`src/rtl/aes_mmio_pkg.sv`:
```
// Shared address map, register bit positions and controller state encoding
// for the AES memory-mapped responder.
package aes_mmio_pkg;

    localparam int ADDR_CTRL    = 'h08;
    localparam int ADDR_STATUS  = 'h09;
    localparam int ADDR_CONFIG  = 'h0A;
    localparam int ADDR_KEY0    = 'h10;
    localparam int ADDR_BLOCK0  = 'h20;
    localparam int ADDR_RESULT0 = 'h30;

    localparam int BLOCK_WORDS = 4;
    localparam int BLOCK_W     = 128;

    localparam int CTRL_INIT_BIT     = 0;
    localparam int CTRL_NEXT_BIT     = 1;
    localparam int STATUS_READY_BIT  = 0;
    localparam int STATUS_VALID_BIT  = 1;
    localparam int STATUS_BUSY_BIT   = 2;
    localparam int CONFIG_ENCDEC_BIT = 0;
    localparam int CONFIG_KEYLEN_BIT = 1;

    typedef enum logic [1:0] {
        IDLE      = 2'd0,
        INIT_WAIT = 2'd1,
        NEXT_WAIT = 2'd2,
        CAPTURE   = 2'd3
    } aes_mmio_state_e;

endpackage

```
`src/rtl/aes_mmio_ctrl_fsm.sv`:
```
// Command sequencer: issues init/next pulses to the AES core, waits for the
// core to finish and owns the result-valid flag.
module aes_mmio_ctrl_fsm
    import aes_mmio_pkg::*;
(
    input  logic            i_clk,
    input  logic            i_rst_n,
    input  logic            i_cmd_init,
    input  logic            i_cmd_next,
    input  logic            i_block_wr,
    input  logic            i_core_ready,
    input  logic            i_core_valid,
    output aes_mmio_state_e o_state,
    output logic            o_init,
    output logic            o_next,
    output logic            o_valid,
    output logic            o_capture
);

    aes_mmio_state_e r_state;
    aes_mmio_state_e w_state_next;
    logic [1:0]      r_wait_cnt;
    logic            r_init;
    logic            r_next;
    logic            r_valid;
    logic            w_wait_done;

    // The core's ready/valid may still reflect the previous operation right
    // after a pulse, so they are ignored for the first two cycles.
    assign w_wait_done = (r_wait_cnt == 2'd2);

    always_ff @(posedge i_clk or negedge i_rst_n) begin
        if (!i_rst_n) begin
            r_state    <= IDLE;
            r_wait_cnt <= 2'd0;
        end else begin
            r_state <= w_state_next;
            if (r_state == IDLE || r_state == CAPTURE) begin
                r_wait_cnt <= 2'd0;
            end else if (!w_wait_done) begin
                r_wait_cnt <= r_wait_cnt + 2'd1;
            end
        end
    end

    always_comb begin
        w_state_next = r_state;
        case (r_state)
            IDLE: begin
                if (i_cmd_init) begin
                    w_state_next = INIT_WAIT;
                end else if (i_cmd_next) begin
                    w_state_next = NEXT_WAIT;
                end
            end
            INIT_WAIT: if (w_wait_done && i_core_ready) w_state_next = IDLE;
            NEXT_WAIT: if (w_wait_done && i_core_valid) w_state_next = CAPTURE;
            CAPTURE:   w_state_next = IDLE;
            default:   w_state_next = IDLE;
        endcase
    end

    always_ff @(posedge i_clk or negedge i_rst_n) begin
        if (!i_rst_n) begin
            r_init  <= 1'b0;
            r_next  <= 1'b0;
            r_valid <= 1'b0;
        end else begin
            r_init <= i_cmd_init;
            r_next <= i_cmd_next;
            if (r_state == CAPTURE) begin
                r_valid <= 1'b1;
            end else if (i_cmd_next || i_block_wr) begin
                r_valid <= 1'b0;
            end
        end
    end

    always_comb begin
        o_state   = r_state;
        o_init    = r_init;
        o_next    = r_next;
        o_valid   = r_valid;
        o_capture = (r_state == CAPTURE);
    end

endmodule

```
`src/rtl/aes_mmio_slave.sv`:
```
// Bus-facing register file for the AES core: address decode, operand and
// result registers, and a registered single-cycle acknowledge path.
module aes_mmio_slave
    import aes_mmio_pkg::*;
#(
    parameter int ADDR_W    = 8,
    parameter int DATA_W    = 32,
    parameter int KEY_WORDS = 8
) (
    input  logic                        clk_i,
    input  logic                        rst_ni,
    input  logic                        req_i,
    input  logic                        we_i,
    input  logic [ADDR_W-1:0]           addr_i,
    input  logic [DATA_W-1:0]           wdata_i,
    output logic                        ack_o,
    output logic [DATA_W-1:0]           rdata_o,
    output logic                        err_o,
    output logic                        core_init_o,
    output logic                        core_next_o,
    output logic                        core_encdec_o,
    output logic                        core_keylen_o,
    output logic [DATA_W*KEY_WORDS-1:0] core_key_o,
    output logic [BLOCK_W-1:0]          core_block_o,
    input  logic                        core_ready_i,
    input  logic [BLOCK_W-1:0]          core_result_i,
    input  logic                        core_valid_i
);

    localparam int KIDX_W = $clog2(KEY_WORDS);

    logic [DATA_W-1:0] r_key    [KEY_WORDS];
    logic [DATA_W-1:0] r_block  [BLOCK_WORDS];
    logic [DATA_W-1:0] r_result [BLOCK_WORDS];
    logic [1:0]        r_config;
    logic              r_ack;
    logic              r_err;
    logic [DATA_W-1:0] r_rdata;

    aes_mmio_state_e   w_state;
    logic [31:0]       w_addr;
    logic              w_hit_ctrl, w_hit_status, w_hit_config;
    logic              w_hit_key, w_hit_block, w_hit_result, w_mapped;
    logic              w_busy, w_err, w_wr_ok, w_ctrl_wr;
    logic              w_init, w_next, w_valid, w_capture;
    logic [DATA_W-1:0] w_rdata;

    assign w_addr       = 32'(addr_i);
    assign w_hit_ctrl   = (w_addr == 32'(ADDR_CTRL));
    assign w_hit_status = (w_addr == 32'(ADDR_STATUS));
    assign w_hit_config = (w_addr == 32'(ADDR_CONFIG));
    assign w_hit_key    = (w_addr >= 32'(ADDR_KEY0))
                       && (w_addr < 32'(ADDR_KEY0 + KEY_WORDS));
    assign w_hit_block  = (w_addr >= 32'(ADDR_BLOCK0))
                       && (w_addr < 32'(ADDR_BLOCK0 + BLOCK_WORDS));
    assign w_hit_result = (w_addr >= 32'(ADDR_RESULT0))
                       && (w_addr < 32'(ADDR_RESULT0 + BLOCK_WORDS));
    assign w_mapped     = w_hit_ctrl | w_hit_status | w_hit_config
                        | w_hit_key | w_hit_block | w_hit_result;

    assign w_busy = (w_state != IDLE);

    // Operand and command writes are refused while busy so the core sees
    // stable inputs for the whole operation.
    assign w_err = !w_mapped
                 || (we_i && (w_hit_status || w_hit_result))
                 || (!we_i && w_hit_key)
                 || (we_i && w_busy && (w_hit_ctrl || w_hit_key
                                        || w_hit_block || w_hit_config));

    assign w_wr_ok   = req_i && we_i && !w_err;
    assign w_ctrl_wr = w_wr_ok && w_hit_ctrl;

    aes_mmio_ctrl_fsm u_fsm (
        .i_clk        (clk_i),
        .i_rst_n      (rst_ni),
        .i_cmd_init   (w_ctrl_wr && wdata_i[CTRL_INIT_BIT]),
        .i_cmd_next   (w_ctrl_wr && !wdata_i[CTRL_INIT_BIT] && wdata_i[CTRL_NEXT_BIT]),
        .i_block_wr   (w_wr_ok && w_hit_block),
        .i_core_ready (core_ready_i),
        .i_core_valid (core_valid_i),
        .o_state      (w_state),
        .o_init       (w_init),
        .o_next       (w_next),
        .o_valid      (w_valid),
        .o_capture    (w_capture)
    );

    always_comb begin
        w_rdata = '0;
        if (!we_i && !w_err) begin
            if (w_hit_status) begin
                w_rdata[STATUS_READY_BIT] = core_ready_i;
                w_rdata[STATUS_VALID_BIT] = w_valid;
                w_rdata[STATUS_BUSY_BIT]  = w_busy;
            end else if (w_hit_config) begin
                w_rdata[1:0] = r_config;
            end else if (w_hit_block) begin
                w_rdata = r_block[addr_i[1:0]];
            end else if (w_hit_result) begin
                w_rdata = r_result[addr_i[1:0]];
            end
        end
    end

    always_ff @(posedge clk_i or negedge rst_ni) begin
        if (!rst_ni) begin
            r_ack   <= 1'b0;
            r_err   <= 1'b0;
            r_rdata <= '0;
        end else begin
            r_ack   <= req_i;
            r_err   <= req_i && w_err;
            r_rdata <= req_i ? w_rdata : '0;
        end
    end

    always_ff @(posedge clk_i or negedge rst_ni) begin
        if (!rst_ni) begin
            r_config <= 2'b00;
            for (int i = 0; i < KEY_WORDS; i++) r_key[i] <= '0;
            for (int i = 0; i < BLOCK_WORDS; i++) begin
                r_block[i]  <= '0;
                r_result[i] <= '0;
            end
        end else begin
            if (w_wr_ok && w_hit_config) r_config <= wdata_i[1:0];
            if (w_wr_ok && w_hit_key)    r_key[addr_i[KIDX_W-1:0]] <= wdata_i;
            if (w_wr_ok && w_hit_block)  r_block[addr_i[1:0]] <= wdata_i;
            if (w_capture) begin
                for (int i = 0; i < BLOCK_WORDS; i++) begin
                    r_result[i] <= core_result_i[BLOCK_W-1-32*i -: 32];
                end
            end
        end
    end

    for (genvar g = 0; g < KEY_WORDS; g++) begin : g_key
        assign core_key_o[DATA_W*(KEY_WORDS-g)-1 -: DATA_W] = r_key[g];
    end
    for (genvar g = 0; g < BLOCK_WORDS; g++) begin : g_block
        assign core_block_o[BLOCK_W-1-32*g -: 32] = r_block[g];
    end

    assign ack_o         = r_ack;
    assign err_o         = r_err;
    assign rdata_o       = r_rdata;
    assign core_init_o   = w_init;
    assign core_next_o   = w_next;
    assign core_encdec_o = r_config[CONFIG_ENCDEC_BIT];
    assign core_keylen_o = r_config[CONFIG_KEYLEN_BIT];

endmodule

```
`config.mk`:
```
export PLATFORM = sky130hd
export DESIGN_NAME = aes_mmio_slave
export DESIGN_NICKNAME = d
export VERILOG_FILES = /design/src/rtl/aes_mmio_pkg.sv /design/src/rtl/aes_mmio_ctrl_fsm.sv /design/src/rtl/aes_mmio_slave.sv
export SDC_FILE = /design/constraint.sdc
export NUM_CORES = 1
export LEC_CHECK = 0
export CORE_AREA = 2 2 230 232
export DETAILED_ROUTE_END_ITERATION = 8
export DIE_AREA = 0 0 232 234
export GPL_TIMING_DRIVEN = 1
export HOLD_SLACK_MARGIN = 0.06
export PLACE_DENSITY = 0.82
export SETUP_SLACK_MARGIN = 0.4
export SLEW_MARGIN = 20
export SYNTH_ARGS = -nofsm -noshare
export SYNTH_HDL_FRONTEND = slang
export SYNTH_SLANG_ARGS = --single-unit
```
`constraint.sdc`:
```
create_clock -name clk_i -period 6.26 [get_ports clk_i]
set_input_delay 1.252 -clock clk_i [delete_from_list [all_inputs] [get_ports clk_i]]
set_output_delay 1.252 -clock clk_i [all_outputs]
set_load 0.02 [all_outputs]
```
Word level (Yosys, flattened, before mapping). Cells that the tools add are included.

Register bits: 555. Bits of input ports: 174. Word-level logic and storage cells: 122.

Add/subtract/negate cells: 1. Order comparisons: 10. Equal/unequal tests: 11. Mux-type cells: 29. Bitwise gates (word level): 7. Reduce and logical (&&, ||, !) cells: 39.

Operators by type and width (count): $mux 32 (10); $bwmux 256 (1); $bmux 32 s2 (2); $bwmux 128 (1); $demux 32 s3 (1); $demux 32 s2 (1); $mux 30 (1); $mux 29 (1); $eq 8x4->1 const B (3); $logic_and 1x1->1 (22); $ge 8x6->1 const B (2); $lt 8x6->1 const B (2); $mux 2 (7); $logic_or 1x1->1 (9); $ge 8x5->1 const B (1); $lt 8x5->1 const B (1); $pmux 2 s4 (1); $eq 2x2->1 const B (3); $or 1x1->1 (5); $ge 4x4->1 const B (1); $logic_not 1->1 (4); $lt 4x1->1 const B (1); $ne 2x1->1 const B (2); $not 3->4 (1); other kinds (12) (14).

Logic depth before layout (Yosys ltp). Gate-level depths: netlist (run 1).

Depth in word-level cells: 18. Depth in mapped cells: 8. Mapped depth without buffers: 6.

Hierarchy. A second synthesis (run 1) with hierarchy kept.

Cell total of the unflattened synthesis: 1401. Area total of the unflattened synthesis: 22733.1 sq um.

Modules (own cells, without submodules): aes_mmio_slave (instances 1, cells each 1368, area an instance 22358.9 sq um); aes_mmio_ctrl_fsm (instances 1, cells each 33, area an instance 374.1 sq um).

Worst setup path before layout (run 1). OpenSTA, ideal clock, no wires.

Kind: input port to flip-flop. From: input addr_i[5]. To: register r_block, in the netlist core_block_o[100]. Library setup time: 125 ps. Arrival: 2920 ps. Path slack: 3215 ps. Stages on the path: 6. Buffers on the path: 2. Path through: buf_2 > nor4b_1 > o311ai_2 > nand4_1 > buf_4 > mux2_2.

Cells in the longest elaborated chain, start to end: 13. Elaborated cells between the ends (all ways): 31.

Ends and longest elaborated chain: start: declaration (RTL line aes_mmio_slave.sv:14) `input logic [ADDR_W-1:0] addr_i,`; branches (longest 12 deep; another with $ge 8x5->1); $logic_and 1x1->1 * (RTL line aes_mmio_slave.sv:129) `if (w_wr_ok && w_hit_block) r_block[addr_i[1:0]] <= wdata_i;`; end signal: indexed assignment (RTL line aes_mmio_slave.sv:129); end: declaration (RTL line aes_mmio_slave.sv:33) `logic [DATA_W-1:0] r_block [BLOCK_WORDS];`.

Every way passes the cells marked *. A chain may end at the register's enable or synchronous reset.

Worst setup path after layout (run 1).
From: input addr_i[3]. To: register r_key, in the netlist core_key_o[0].

Cells in the longest elaborated chain, start to end: 13. Elaborated cells between the ends (all ways): 31.

Ends and longest elaborated chain: branches (longest 12 deep; another with $ge 8x5->1); $logic_and 1x1->1 * (RTL line aes_mmio_slave.sv:128) `if (w_wr_ok && w_hit_key) r_key[addr_i[KIDX_W-1:0]] <= wdata_i;`; end signal: indexed assignment (RTL line aes_mmio_slave.sv:128); end: declaration (RTL line aes_mmio_slave.sv:32) `logic [DATA_W-1:0] r_key [KEY_WORDS];`.

Marks and branches as above.

==> run metrics, run 1 <==
Routed WL per cell 25.5 um; Seq/Total Area, Yosys 61.2%; startpoint types primary input; FF+latch count, synth around 560; critical path peak fanout 32; Cell variety after synth 42; largest area contributor in the netlist dfrtp_1; worst skew pair latency about 0.6 ns; post-CTS resize count 0; via count about 15000; GPL Wtd Cong 0.861; largest net degree at the start of global routing between 100 and 150; H-tree lvl count 2; r2r setup slk around 3.3 ns; initial drt markers just over 800; crit end category flop; post-synthesis adder-cell area fraction 0.276%; initial antenna violation count 4; CP max stage cell and4_2; DIE AREA between 0.05 and 0.06 sq mm; Initial Utilization about 44%; Die Wd between 200 and 250 um; # clock sinks between 500 and 600; CTS tree done; vias in the first global route about 16000; Core Footprint roughly 0.052 sq mm; Gate Count Post-Synth between 1000 and 1500; Final Net Count between 2000 and 2500; clock-pin slew on the worst setup and hold paths 0.06 ns; CTS buffer count between 50 and 60; hpwl dp between 40000 and 50000 um; CP peak stage delay around 0.94 ns; final hold viol count 0; Die Y between 200 and 250 um; Congestion Overflow GR 0; post-synth top area share about three fifths; ys async rst share 100%; Leakage around 14 nW; Commonest cells post-synth 555 x dfrtp_1, 516 x mux2_2, 64 x mux4_2, 64 x nand2_1, 62 x clkbuf_1; row cnt 84; final setup fails 0; WL final 69700 um; Worst Hold Class flop to flop; status complete, no violations; simple-gate share of the synthesized area under 10%; first-pass GRT wire length a little over 100000 um; Slew Viols, Final 0; RSZ-0062 raised after global routing false; cell with the most instances after synthesis dfrtp_1; Util after Layout approximately three fifths; Synth Area in XOR/XNOR 0.0386%; port bufs around 600; ANT nets after route 0; max_slew headroom between 30% and 40%; layout cells sized above 1 34.6%; Synth area leaders dfrtp_1 61%, mux2_2 26%, mux4_2 6.3%; pwr/cell area approximately 310 mW/mm^2; maximum buffer depth of the clock tree 3; Period Utilization, post-route 58.8%; GRT Overall Usage around a quarter; Vias/cell roughly 5.4; EDFF count, synth 0; YS warnings 0; root buf cell clkbuf_16; Synthesized Nets 1614; Syn-to-layout area delta 37.1%; critical path required time 6.75 ns; clk_skew about 0.015 ns; multiplexer share of the synthesized area 31.9%; post-layout min period 3.68 ns; Critical Path AT ~4.2 ns; Worst Setup Path Type primary input to flop; # DRC 0; cts-stage hold buffer count 0; Syn Area/Cell roughly 16 sq um; Ports between 500 and 600; DRT Pass-1 Iters 5; Worst Tran Pin Value between 0.9 and 1 ns; Post-CTS Setup Inserts 0; max_cap viols 0; crit-path cells clkdlybuf4s50_1 > or3_1 > nor2_1 > and4_2 > mux2_2; compound-cell area share of the yosys netlist approximately 1.5%; f_max 0.272 GHz; peak supply drop 246 uV; largest family of logic cells by synthesized area multiplexers; cell area after synthesis 0.0227 sq mm; Main synth FF type dfrtp_1; setup TNS 0 ns
==> layout make-up <==
class | instances | area, sq um
well taps | 688 | 861
repair buffers | 622 | 6200
clock buffers | 77 | 1610
inverters | 8 | 30.0
diodes | 2 | 5.00
multi-input cells | 759 | 8260
fillers | 3817 | 20900
clock inverters | 25 | 280
flip-flops and latches | 555 | 13900
==> routing by layer <==
metal	global-route usage [%]	share of wire [%]
met5	0	0.020
met4	9.98	3.6
met3	7.32	8.3
met2	42.8	50
met1	30.8	38
==> logic make-up (layout without fill, tap and decap cells) <==
logic type	after synthesis	after routing
AO/OA/AOI/OAI	54	54
XOR/XNOR	1	1
adder cells (fa/ha/maj)	5	5
buffers and inverters	121	732
flip-flops	555	555
multiplexers	580	580
other	0	2
AND/OR/NAND/NOR	119	119
==> sequential cells by signal (all words and copies together) (netlist names) <==
| signal | count |
|---|---|
| core_key_o | 256 |
| ack_o | 1 |
| u_fsm.r_wait_cnt | 2 |
| r_config | 2 |
| u_fsm.o_valid | 1 |
| u_fsm.o_init | 1 |
| rdata_o | 32 |
| err_o | 1 |
| core_block_o | 128 |
| u_fsm.o_state | 2 |
| r_result | 128 |
| u_fsm.o_next | 1 |
==> path summary, 6_finish.rpt <==
| kind | to | cells past startpoint | from |
|---|---|---|---|
| hold reg to reg | core_key_o[50] | 1 | core_key_o[50] |
| min in group asynchronous | core_key_o[131] | 1 | rst_ni |
| setup / recovery | core_key_o[0] | 5 | addr_i[3] |
| hold / removal | core_key_o[50] | 1 | core_key_o[50] |
| max in group asynchronous | core_key_o[87] | 2 | rst_ni |
| setup reg to reg | core_block_o[60] | 7 | u_fsm.o_state[0] |
==> worst max-delay path, delay by kind of cell <==
kind,cells,cell delay [ns]
simple gates,3,1.93
mux,1,0.42
buf+inv,1,0.50
==> stage by stage <==
stage | total power [mW] | instance area (sq um) | hold slack, ns | instances | setup slack (ns)
floorplan | 5.50 | 22700 | 0.475 | 1435 | 3.22
global placement | 6.05 | 29200 | 0.485 | 2631 | 2.07
detailed placement | 6.15 | 29200 | 0.491 | 2631 | 1.98
CTS | 9.58 | 31100 | 0.505 | 2733 | 2.61
global route | 9.92 | 31100 | 0.511 | 2736 | 2.48
finish | 9.53 | 31100 | 0.503 | 2736 | 2.58
==> power breakdown <==
part	internal, mW	total, mW	leakage (nW)	switching (mW)
registers	4.10	4.38	7.43	0.281
logic	0.997	1.73	5.78	0.728
clock network	2.01	3.42	0.933	1.42
total	7.10	9.53	14.1	2.43
==> placed cells by master, fill, tap and decap left out, drive strengths merged, types with 9 or more instances in the layout <==
cell type	n
inv	9
clkbuf	77
mux4	64
nand2	64
nand4	12
dfrtp	555
mux2	516
nor2	10
a21oi	31
buf	31
clkdlybuf4s50	591
clkinv	16
(Power assumes the default switching activity.)
==> run 2, diff against run 1 <==
- CORE_AREA: 2 2 230 232 -> default
- CORE_UTILIZATION: default -> 44
- DIE_AREA: 0 0 232 234 -> default
- PLACE_DENSITY: 0.82 -> 0.85
- clock period: 6.26 -> 3 ns (I/O delays scaled with it)
==> run 2 against run 1 <==
Sequential share of layout area decreased by 0.44 points. First-iteration DRC count increased by 11%. Final cell count increased by 0.37%. Combinational power increased by 110%. Critical path type unchanged. Worst setup slack got worse by 2.1 ns. Wire length increased by 2.5%. Final area increased by 0.99%. Clock-buffer cell count increased by 12. Critical path depth increased by 2. Register-to-register slack got worse by 2.7 ns. Total power increased by 110%. Clock power increased by 100%.
==> run metrics, run 2 (synthesis gave the netlist of run 1 again) <==
status complete, no violations; post-place setup slack -0.0124 ns (-1.99 ns); Util after Layout 62.2% (+2.3 points); critical path required time 3.47 ns (-3.28 ns); Leakage 14.3 nW (+1.3%); commonest non-fill, non-tap cell in the layout clkdlybuf4s50_1; clock share of power 35.2% (-0.7 points); Non-Filler Instances 2746 (+0.37%); f_max around 0.40 GHz; Vias/cell 5.50 (+2.0%); final hold viol count 0 (unchanged); Comb power frac 18.4% (+0.3 points); first-pass GRT wire length 108000 um (+5.0%); max_cap viols 0 (unchanged); placed cells 2641 (+0.38%); design area 0.0314 sq mm (+0.99%); initial drt markers 895 (+11%); crit-path cells clkdlybuf4s50_1 > nor4b_1 > buf_4 > o311ai_2 > nand4_1 > buf_12 > mux2_2; post-layout min period ~2.5 ns; Sw Share 25.4% (-0.078 points); CTS tree done; Initial Utilization 44.9% (+1.2 points); Syn-to-layout area delta 38.5%; Worst Reg2Reg Path Length in Cells 8 (+1); Setup WS post-layout 0.518 ns (-2.06 ns); HP Start addr_i[0]; Final Net Count 2208 (+1.2%); final setup fails 0 (unchanged); Routed WL per cell 26.0 um (+2.1%); worst skew pair latency 0.59 ns (about the same); # DRC 0 (unchanged); Slew Viols, Final 0 (unchanged); CTS buffer count 57 (+1.8%); r2r setup slk 0.55 ns (-2.74 ns); H-tree lvl count 2 (unchanged); Worst Tran Pin Value 0.965 ns (+0.0277 ns); RSZ-0062 raised after global routing false; most frequent cells in the layout 591 x clkdlybuf4s50_1, 555 x dfrtp_1, 516 x mux2_2, 64 x mux4_2, 64 x nand2_1; row cnt 82 (-2.4%); Post-CTS Setup Inserts 0 (unchanged); peak supply drop 555 uV (+130%); max FFs per register 256 (unchanged); clk_skew 0.0132 ns (-0.00166 ns); Period Utilization, post-route 82.7%; worst reg2reg startpoint u_fsm.o_state[0]; Ports 596 (unchanged); # clock sinks 555 (unchanged); Worst Setup Path Type primary input to flop; hpwl dp 50700 um (+3.2%); Hold WS 0.499 ns (-0.00372 ns); Critical Path AT 2.95 ns (-1.22 ns); CP peak stage delay 0.58 ns (-0.36 ns); GRT Overall Usage 27.5% (+2.1 points); crit end category flop; max_slew headroom 35.5% (-2.1 points); Hold Path Depth 3 (+2); CP max stage cell o311ai_2; GPL Wtd Cong 0.890 (+3.3%); clock-pin slew on the worst setup and hold paths 0.07 ns (about the same); DRT Pass-1 Iters 7 (+2); total internal power 14.7 mW (+110%); root buf cell clkbuf_16; via count 15100 (+2.4%); WL final 71500 um (+2.5%); maximum buffer depth of the clock tree 3 (unchanged); DIE AREA 0.0525 sq mm (-3.3%); Congestion Overflow GR 0 (unchanged); initial antenna violation count 7 (+3); Flop pwr share 46.4% (+0.4 points); Die Y 229 um (-2.1%); startpoint types primary input; layout cells sized above 1 35.1% (+0.50 points); Psw 5.00 mW (+110%); reg2reg end core_key_o[156]; worst hold path endpoint rdata_o[2]; largest net degree at the start of global routing 93 (-37%); placed cell areas 0.0296 sq mm (+1.3%); pwr/cell area 627 mW/mm^2 (+100%); Die Wd 229 um (-1.2%); ANT nets after route 0 (unchanged); vias in the first global route 16500 (+4.0%); critical path peak fanout 32 (unchanged); Worst Hold Class primary input to flop; port bufs 595 (unchanged); Core Footprint 0.0506 sq mm (-2.8%); family with the most delay on the worst path buffers and inverters; CP Buf/Inv Count 3 (+2)
[run 2: changes by cell type in the layout (fill, tap and decap cells not counted), moves of 3 or more]
cell,delta
buf_4,+9
clkbuf_1,+6
clkinv_2,-6
bufinv_16,-3
buf_12,+17
clkbuf_8,+7
[run 2: final cells by class]
class / count / area (sq um)
Fill cell: 3619 / 19100
Multi-Input combinational cell: 759 / 8260
Sequential cell: 555 / 13900
Inverter: 8 / 30.0
Timing Repair Buffer: 648 / 6590
Clock inverter: 12 / 119
Antenna cell: 3 / 7.51
Clock buffer: 89 / 1710
Tap cell: 672 / 841
[run 2: power by group through the flow]
stage	clock, mW	sequential, mW	combinational [mW]
4_1_cts	7.04	9.13	3.66
2_1_floorplan	0	9.20	2.27
3_3_place_gp	0	9.15	3.50
5_1_grt	7.32	9.26	3.91
3_5_place_dp	0	9.26	3.64
6_report	6.93	9.14	3.63
[run 2: what timing repair did]
action | CTS | global route
endpoints found under the hold margin | 51 | 0
gates resized for setup | 0 | 1
hold buffers | 1 | 0
setup endpoints to repair | 0 | 7
[run 2: stage by stage]
| step | TNS, ns | total power, mW |
|---|---|---|
| CTS | 0 | 19.8 |
| finish | 0 | 19.7 |
| global route | 0 | 20.5 |
| floorplan | 0 | 11.5 |
| global placement | 0 | 12.7 |
| detailed placement | -0.0735 | 12.9 |
[run 2: worst max-delay path by stage]
| stage | depth (start not counted) | start | to | slack, ns |
|---|---|---|---|---|
| finish | 7 | addr_i[3] | core_key_o[96] | 0.52 |
| global route | 7 | addr_i[3] | core_key_o[248] | 0.42 |
| CTS | 7 | u_fsm.o_state[0] | core_key_o[248] | 0.51 |
| detailed placement | 7 | addr_i[3] | core_key_o[247] | -0.01 |
| global placement | 7 | addr_i[3] | core_key_o[249] | 0.06 |
| floorplan | 6 | addr_i[5] | core_block_o[100] | 0.61 |
[run 2: metal layers]
metal / routed length, um / vias up / global-route usage [%]
li1: - / 6367 / -
met1: 26500 / 7886 / 32.1
met2: 36000 / 673 / 47.6
met3: 6140 / 169 / 8.42
met4: 2770 / 8 / 10.2
met5: 54 / - / 0
[run 2: worst reg2reg max path, cell delays in order, from the launching register on]
cell     delay (ns)
dfrtp_1        0.47
inv_1          0.11
ha_1           0.25
buf_4          0.18
nor2b_1        0.16
o32a_1         0.31
nand4_1        0.17
buf_12         0.25
mux2_2         0.43
